$ cat src/rtl/ni_flit_injector_pkg.sv
// Shared definitions for the network-interface flit injector and its credit logic.
package vr_ni_pkg;

  localparam int FLIT_DATA_WIDTH_DEF = 32;
  localparam int TYPE_W              = 2;

  localparam logic [1:0] FLIT_HEAD = 2'b01;
  localparam logic [1:0] FLIT_BODY = 2'b10;
  localparam logic [1:0] FLIT_TAIL = 2'b11;

  typedef enum logic [1:0] {
    ST_IDLE    = 2'd0,
    ST_HEAD    = 2'd1,
    ST_PAYLOAD = 2'd2
  } ni_state_e;

endpackage

$ cat src/rtl/ni_flit_injector_if.sv
// Local-source packet/payload handshakes plus the router-facing flit and credit signals.
interface ni_flit_injector_if
  import vr_ni_pkg::*;
#(
  parameter int FLIT_DATA_WIDTH = FLIT_DATA_WIDTH_DEF,
  parameter int MAX_CREDITS     = 4,
  parameter int DEST_BITS       = 3,
  parameter int LEN_BITS        = 4
);
  localparam int CNT_W = $clog2(MAX_CREDITS + 1);

  logic                       pkt_valid;
  logic                       pkt_ready;
  logic [DEST_BITS-1:0]       pkt_dest;
  logic [LEN_BITS-1:0]        pkt_len;
  logic                       pl_valid;
  logic                       pl_ready;
  logic [FLIT_DATA_WIDTH-3:0] pl_data;
  logic [FLIT_DATA_WIDTH-1:0] flit_out;
  logic                       flit_valid;
  logic                       credit_increment;
  logic [CNT_W-1:0]           credit_count;
  logic                       credit_err;

  modport master (
    output pkt_valid, pkt_dest, pkt_len, pl_valid, pl_data, credit_increment,
    input  pkt_ready, pl_ready, flit_out, flit_valid, credit_count, credit_err
  );

  modport slave (
    input  pkt_valid, pkt_dest, pkt_len, pl_valid, pl_data, credit_increment,
    output pkt_ready, pl_ready, flit_out, flit_valid, credit_count, credit_err
  );

endinterface

$ cat src/rtl/ni_flit_injector_credit_counter.sv
// Saturating credit counter for one downstream buffer; also usable by router output ports.
module credit_counter #(
  parameter  int MAX_CREDITS = 4,
  localparam int CNT_W       = $clog2(MAX_CREDITS + 1)
) (
  input  logic             clk,
  input  logic             reset,
  input  logic             dec,
  input  logic             inc,
  output logic [CNT_W-1:0] count,
  output logic             err
);

  localparam logic [CNT_W-1:0] MAX_C = CNT_W'(MAX_CREDITS);

  logic [CNT_W-1:0] count_q, count_d;
  logic             err_q, err_d;

  // Next credit value; an increment at full count is a protocol overflow and stays flagged.
  always_comb begin
    count_d = count_q;
    err_d   = err_q;
    case ({dec, inc})
      2'b10: begin
        if (count_q != {CNT_W{1'b0}}) count_d = count_q - CNT_W'(1);
        else                          count_d = count_q;
      end
      2'b01: begin
        if (count_q != MAX_C) count_d = count_q + CNT_W'(1);
        else                  err_d   = 1'b1;
      end
      default: count_d = count_q;
    endcase
  end

  // Credit and error state registers.
  always_ff @(posedge clk or negedge reset) begin
    if (!reset) begin
      count_q <= MAX_C;
      err_q   <= 1'b0;
    end else begin
      count_q <= count_d;
      err_q   <= err_d;
    end
  end

  assign count = count_q;
  assign err   = err_q;

endmodule

$ cat src/rtl/ni_flit_injector.sv
// Turns a header request plus a payload word stream into head/body/tail flits,
// gated by downstream credits.
module ni_flit_injector
  import vr_ni_pkg::*;
#(
  parameter int FLIT_DATA_WIDTH = FLIT_DATA_WIDTH_DEF,
  parameter int MAX_CREDITS     = 4,
  parameter int DEST_BITS       = 3,
  parameter int LEN_BITS        = 4
) (
  input  logic              clk,
  input  logic              reset,
  ni_flit_injector_if.slave bus
);

  localparam int CNT_W = $clog2(MAX_CREDITS + 1);
  localparam int PL_W  = FLIT_DATA_WIDTH - TYPE_W;
  localparam int PAD_W = PL_W - DEST_BITS - LEN_BITS;

  localparam logic [1:0] S_IDLE    = ST_IDLE;
  localparam logic [1:0] S_HEAD    = ST_HEAD;
  localparam logic [1:0] S_PAYLOAD = ST_PAYLOAD;

  logic [1:0]                 state_q, state_d;
  logic [DEST_BITS-1:0]       dest_q, dest_d;
  logic [LEN_BITS-1:0]        len_q, len_d;
  logic [LEN_BITS-1:0]        rem_q, rem_d;
  logic [FLIT_DATA_WIDTH-1:0] flit_q, flit_d;
  logic                       fvalid_q, fvalid_d;

  logic                       credit_ok_s;
  logic                       send_s;
  logic                       pl_hs_s;
  logic [CNT_W-1:0]           credit_count_s;
  logic [FLIT_DATA_WIDTH-1:0] head_flit_s;

  assign credit_ok_s = (credit_count_s != {CNT_W{1'b0}});
  assign pl_hs_s     = (state_q == S_PAYLOAD) && credit_ok_s && bus.pl_valid;
  assign send_s      = ((state_q == S_HEAD) && credit_ok_s) || pl_hs_s;
  assign head_flit_s = {FLIT_HEAD, dest_q, len_q, {PAD_W{1'b0}}};

  // Packet sequencing: accept header, emit head when a credit exists, then one flit per payload handshake.
  always_comb begin
    state_d  = state_q;
    dest_d   = dest_q;
    len_d    = len_q;
    rem_d    = rem_q;
    flit_d   = flit_q;
    fvalid_d = 1'b0;
    case (state_q)
      S_IDLE: begin
        if (bus.pkt_valid) begin
          dest_d = bus.pkt_dest;
          len_d  = bus.pkt_len;
          rem_d  = bus.pkt_len;
          // Zero-length headers are consumed without producing any traffic.
          if (bus.pkt_len != {LEN_BITS{1'b0}}) state_d = S_HEAD;
          else                                 state_d = S_IDLE;
        end else begin
          state_d = S_IDLE;
        end
      end
      S_HEAD: begin
        if (credit_ok_s) begin
          flit_d   = head_flit_s;
          fvalid_d = 1'b1;
          state_d  = S_PAYLOAD;
        end else begin
          state_d = S_HEAD;
        end
      end
      S_PAYLOAD: begin
        if (pl_hs_s) begin
          fvalid_d = 1'b1;
          rem_d    = rem_q - LEN_BITS'(1);
          if (rem_q == LEN_BITS'(1)) begin
            flit_d  = {FLIT_TAIL, bus.pl_data};
            state_d = S_IDLE;
          end else begin
            flit_d  = {FLIT_BODY, bus.pl_data};
            state_d = S_PAYLOAD;
          end
        end else begin
          state_d = S_PAYLOAD;
        end
      end
      default: state_d = S_IDLE;
    endcase
  end

  // Sequencer state and the registered flit output stage.
  always_ff @(posedge clk or negedge reset) begin
    if (!reset) begin
      state_q  <= S_IDLE;
      dest_q   <= {DEST_BITS{1'b0}};
      len_q    <= {LEN_BITS{1'b0}};
      rem_q    <= {LEN_BITS{1'b0}};
      flit_q   <= {FLIT_DATA_WIDTH{1'b0}};
      fvalid_q <= 1'b0;
    end else begin
      state_q  <= state_d;
      dest_q   <= dest_d;
      len_q    <= len_d;
      rem_q    <= rem_d;
      flit_q   <= flit_d;
      fvalid_q <= fvalid_d;
    end
  end

  credit_counter #(
    .MAX_CREDITS (MAX_CREDITS)
  ) u_credit_counter (
    .clk   (clk),
    .reset (reset),
    .dec   (send_s),
    .inc   (bus.credit_increment),
    .count (credit_count_s),
    .err   (bus.credit_err)
  );

  assign bus.pkt_ready    = (state_q == S_IDLE);
  assign bus.pl_ready     = (state_q == S_PAYLOAD) && credit_ok_s;
  assign bus.flit_out     = flit_q;
  assign bus.flit_valid   = fvalid_q;
  assign bus.credit_count = credit_count_s;

endmodule
$ cat src/flat_wrapper.sv
// flat-port wrapper written by rule: the top's interface ports become plain ports
module ni_flit_injector_flat import vr_ni_pkg::*;
#(
  parameter int FLIT_DATA_WIDTH = FLIT_DATA_WIDTH_DEF,
  parameter int MAX_CREDITS     = 4,
  parameter int DEST_BITS       = 3,
  parameter int LEN_BITS        = 4
)
  (clk, reset, bus_pkt_valid, bus_pkt_dest, bus_pkt_len, bus_pl_valid, bus_pl_data, bus_credit_increment, bus_pkt_ready, bus_pl_ready, bus_flit_out, bus_flit_valid, bus_credit_count, bus_credit_err);
  ni_flit_injector_if #(.FLIT_DATA_WIDTH(FLIT_DATA_WIDTH), .MAX_CREDITS(MAX_CREDITS), .DEST_BITS(DEST_BITS), .LEN_BITS(LEN_BITS)) bus_i ();
  input  logic clk;
  input  logic reset;
  input wire logic [$bits(bus_i.pkt_valid)-1:0] bus_pkt_valid;
  input wire logic [$bits(bus_i.pkt_dest)-1:0] bus_pkt_dest;
  input wire logic [$bits(bus_i.pkt_len)-1:0] bus_pkt_len;
  input wire logic [$bits(bus_i.pl_valid)-1:0] bus_pl_valid;
  input wire logic [$bits(bus_i.pl_data)-1:0] bus_pl_data;
  input wire logic [$bits(bus_i.credit_increment)-1:0] bus_credit_increment;
  output wire logic [$bits(bus_i.pkt_ready)-1:0] bus_pkt_ready;
  output wire logic [$bits(bus_i.pl_ready)-1:0] bus_pl_ready;
  output wire logic [$bits(bus_i.flit_out)-1:0] bus_flit_out;
  output wire logic [$bits(bus_i.flit_valid)-1:0] bus_flit_valid;
  output wire logic [$bits(bus_i.credit_count)-1:0] bus_credit_count;
  output wire logic [$bits(bus_i.credit_err)-1:0] bus_credit_err;
  assign bus_i.pkt_valid = bus_pkt_valid;
  assign bus_i.pkt_dest = bus_pkt_dest;
  assign bus_i.pkt_len = bus_pkt_len;
  assign bus_i.pl_valid = bus_pl_valid;
  assign bus_i.pl_data = bus_pl_data;
  assign bus_i.credit_increment = bus_credit_increment;
  assign bus_pkt_ready = bus_i.pkt_ready;
  assign bus_pl_ready = bus_i.pl_ready;
  assign bus_flit_out = bus_i.flit_out;
  assign bus_flit_valid = bus_i.flit_valid;
  assign bus_credit_count = bus_i.credit_count;
  assign bus_credit_err = bus_i.credit_err;
  ni_flit_injector #(.FLIT_DATA_WIDTH(FLIT_DATA_WIDTH), .MAX_CREDITS(MAX_CREDITS), .DEST_BITS(DEST_BITS), .LEN_BITS(LEN_BITS)) u_core (.clk(clk), .reset(reset), .bus(bus_i));
endmodule
$ cat config.mk
export PLATFORM = sky130hd
export DESIGN_NAME = ni_flit_injector_flat
export DESIGN_NICKNAME = d
export VERILOG_FILES = /design/src/rtl/ni_flit_injector_pkg.sv /design/src/rtl/ni_flit_injector_if.sv /design/src/rtl/ni_flit_injector_credit_counter.sv /design/src/rtl/ni_flit_injector.sv /design/src/flat_wrapper.sv
export SDC_FILE = /design/constraint.sdc
export NUM_CORES = 1
export LEC_CHECK = 0
export ABC_AREA = 1
export CORE_AREA = 2 2 73 88
export CTS_CLUSTER_DIAMETER = 60
export DETAILED_ROUTE_END_ITERATION = 16
export DIE_AREA = 0 0 75 90
export PLACE_DENSITY = 0.74
export SYNTH_ARGS = -nofsm -noshare
export SYNTH_HDL_FRONTEND = slang
export SYNTH_SLANG_ARGS = --single-unit
$ cat constraint.sdc
create_clock -name clk -period 2 [get_ports clk]
set_clock_uncertainty 0.2 [all_clocks]
set_input_delay 0.2 -clock clk [delete_from_list [all_inputs] [get_ports clk]]
set_output_delay 0.2 -clock clk [all_outputs]
set_load 0.005 [all_outputs]
==> impl_metrics.toml <==
[synth]
synth_top_area_share_pct = 53.5
synth_warnings = 0
yosys_most_used_dff = "dfrtp_1"
yosysTopAreaCell = "dfrtp_1"
synthTopCellsByArea = "dfrtp_1, nand2_1, o21ai_0"
synth_nets = 305
synthArstFlopShare_pct = 100
syn_area_um2 = 2290
synth.avg_cell_area_um2 = 8.95
yosys_register_bits = 50
synth_cell_types = 31
synth_edf_count = 0
netlist_instances = 256
yosysSeqAreaShare_pct = 54.6

[worst_hold_path]
hold_path_class = "primary input to asynchronous set/reset pin"

[setup_path]
worstRegToRegCells = 10
critical_path_arrival_ns = 1.57
cp_slowest_stage_delay_ns = 0.41
timing.rr.end = "u_core.bus.flit_out[5]"
worstSetupPathType = "flip-flop to output pin"
critPathLaunch = "u_core.state_q[0]"
crit_chain = "inv_1 -> ha_2 -> inv_2 -> nor2_1 -> dlygate4sd2_1"
reg2reg_slack_ns = 0.11
reg2reg_from = "u_core.u_credit_counter.count[2]"
slowest_stage = "dfrtp_1"
crit_required_ns = 1.60
cp-start-kind = "flip-flop"
cp_max_fo = 4
cp-end-kind = "output pin"

[pwr]
powerDensity_nw_per_um2 = 1460
leakage_uw = 0.00159
peakVddDrop_v = 0.000686

[die]
rows = 31
die-area_um2 = 6750
ios = 81
die_h_um = 90
fp.dieW_um = 75
initial_core_util_pct = 38.6
core_um2 = 5930

[placement]
io_buffers = 80
dp_hpwl_um = 3960
dpl.cell_count = 420
dpl-instance-area_um2 = 3240
finalWeightedCongestion = 0.813

[timing]
finalHoldViolations = 0
relSlewSlack_pct = 71.2
slew_violations = 0
fmax_ghz = 0.506
finalCritPeriodShare_pct = 98.7
tns_ns = 0
finalSetupViolations = 0
worstMarginPinSlew_ns = 0.432
fin_crit_ns = 1.97
rsz0062_at_grt = "yes"

[drt]
wirelength_um = 5330
drc = 0
vias = 2036
drt_pass1_iterations = 4
drt-wirelength-per-cell_um = 12.4
ant_nets = 0
drt_iter0_markers = 45
viasPerCell = 4.75

[global_routing]
track_usage_pct = 16.7
grt_overflow_total = 0
grt_pass1_vias = 1994
grt_pass1_wl_um = 8960
grt_start_max_net_pins = 27
antenna_found_initial = 0

[cells_and_area]
area_growth_pct = 47.4
nNetsFinal = 395
drive_above_1_share_pct = 10.4
fillers = 582
final_cell_area_um2 = 3380
regArea_um2 = 1250
multi_input_area_um2 = 945
diodes = 0
final_cells = 429

[cts]
clkTransAtPathRegs_ns = 0.09
cts.sinks = 50
htree_levels = 2
cts_tree = "yes"
root_buffer = "clkbuf_8"
clock_latency_ns = 0.30
clk_path_buf_depth = 2
numCtsBuffers = 5
postCtsSetupRepairBufs = 0

[job]
max-cap-violations = 0

[status]
outcome = "complete, no violations"
==> synthesized netlist by cell type, types with 3 or more instances <==
| master | number |
|---|---|
| o21ai_0 | 42 |
| dfrtp_1 | 49 |
| inv_1 | 14 |
| buf_2 | 4 |
| nand3_1 | 6 |
| o21a_1 | 5 |
| nor2_1 | 12 |
| a21oi_1 | 4 |
| nand2_1 | 83 |
| ha_1 | 6 |
| clkbuf_1 | 3 |
==> logic make-up (layout without fill, tap and decap cells) <==
kind of cell,Yosys count,after routing,synth area share (%)
xor+xnor,3,3,1.15
flops,50,50,54.6
compound gates,59,59,14.5
fa+ha+maj,7,7,4.15
simple gates,111,111,20.4
buf+inv,26,117,5.13
==> area by class of cell <==
type                    count  share of cell area, %
flip-flops and latches     50                   37.1
multi-input cells         180                   28.0
repair buffers             93                   26.8
well taps                  82                   3.04
clock buffers               5                   2.04
inverters                  16                   1.78
clock inverters             3                   1.30
==> layer usage <==
metal	global-route usage, %	vias to the layer above	routed length [um]
li1	-	1007	-
met1	21.1	962	2330
met2	28.5	62	2670
met3	3.70	5	291
met4	4.02	0	48
met5	0	-	0
==> flip-flops by register name, indices dropped and copies added, names as in the netlist <==
register                       count
u_core.state_q                     2
u_core.len_q                       4
u_core.u_credit_counter.err        1
u_core.u_credit_counter.count      3
u_core.rem_q                       4
u_core.bus.flit_out               32
u_core.bus.flit_valid              1
u_core.dest_q                      3
==> through the flow <==
stage               hold slack, ns  total power, uW  setup WS [ns]  utilization, %
floorplan                   -0.296             3030         0.0809               -
global placement           -0.0404             4120          0.135            54.5
detailed placement         -0.0317             4190         0.0536            54.5
CTS                          0.172             4920         0.0229            56.6
global route                 0.223             5360        -0.0140            56.9
finish                       0.175             4920         0.0256            56.9
==> critical path, delay by kind of cell, from the launching register on <==
kind,cells,cell delay (ns)
buffers and inverters,3,0.46
DFF,1,0.41
adders and majority gates,1,0.24
and+or+nand+nor,1,0.15
==> timing repair <==
item,in CTS,in global routing
hold buffers,1,0
resized for setup,2,4
pin swaps,1,0
endpoints found under the setup margin,1,6
endpoints found under the hold margin,17,0
==> worst max-delay path by stage <==
stage / to / slack [ns]
global route: bus_pl_ready / -0.01
CTS: bus_pkt_ready / 0.02
floorplan: u_core.u_credit_counter.count[2] / 0.08
finish: bus_pl_ready / 0.03
detailed placement: u_core.u_credit_counter.count[2] / 0.05
global placement: u_core.u_credit_counter.count[2] / 0.13
==> placed cells by master, fill, tap and decap left out, types with 3 or more instances in the layout <==
master           synthesis  layout
nand2_1                 83      83
ha_1                     6       4
inv_1                   14      14
clkbuf_8                 0       5
o21a_1                   5       5
o21ai_0                 42      42
buf_4                    2      11
nor2_4                   2       3
nor2_1                  12      12
nand3_1                  6       6
a21oi_1                  4       4
clkdlybuf4s50_1          0      78
dfrtp_1                 49      49
==> where the power goes <==
| group | internal [uW] | switching (uW) |
|---|---|---|
| combinational | 1270 | 1250 |
| sequential | 1460 | 219 |
| clock | 375 | 345 |
(Power assumes the default switching activity.)
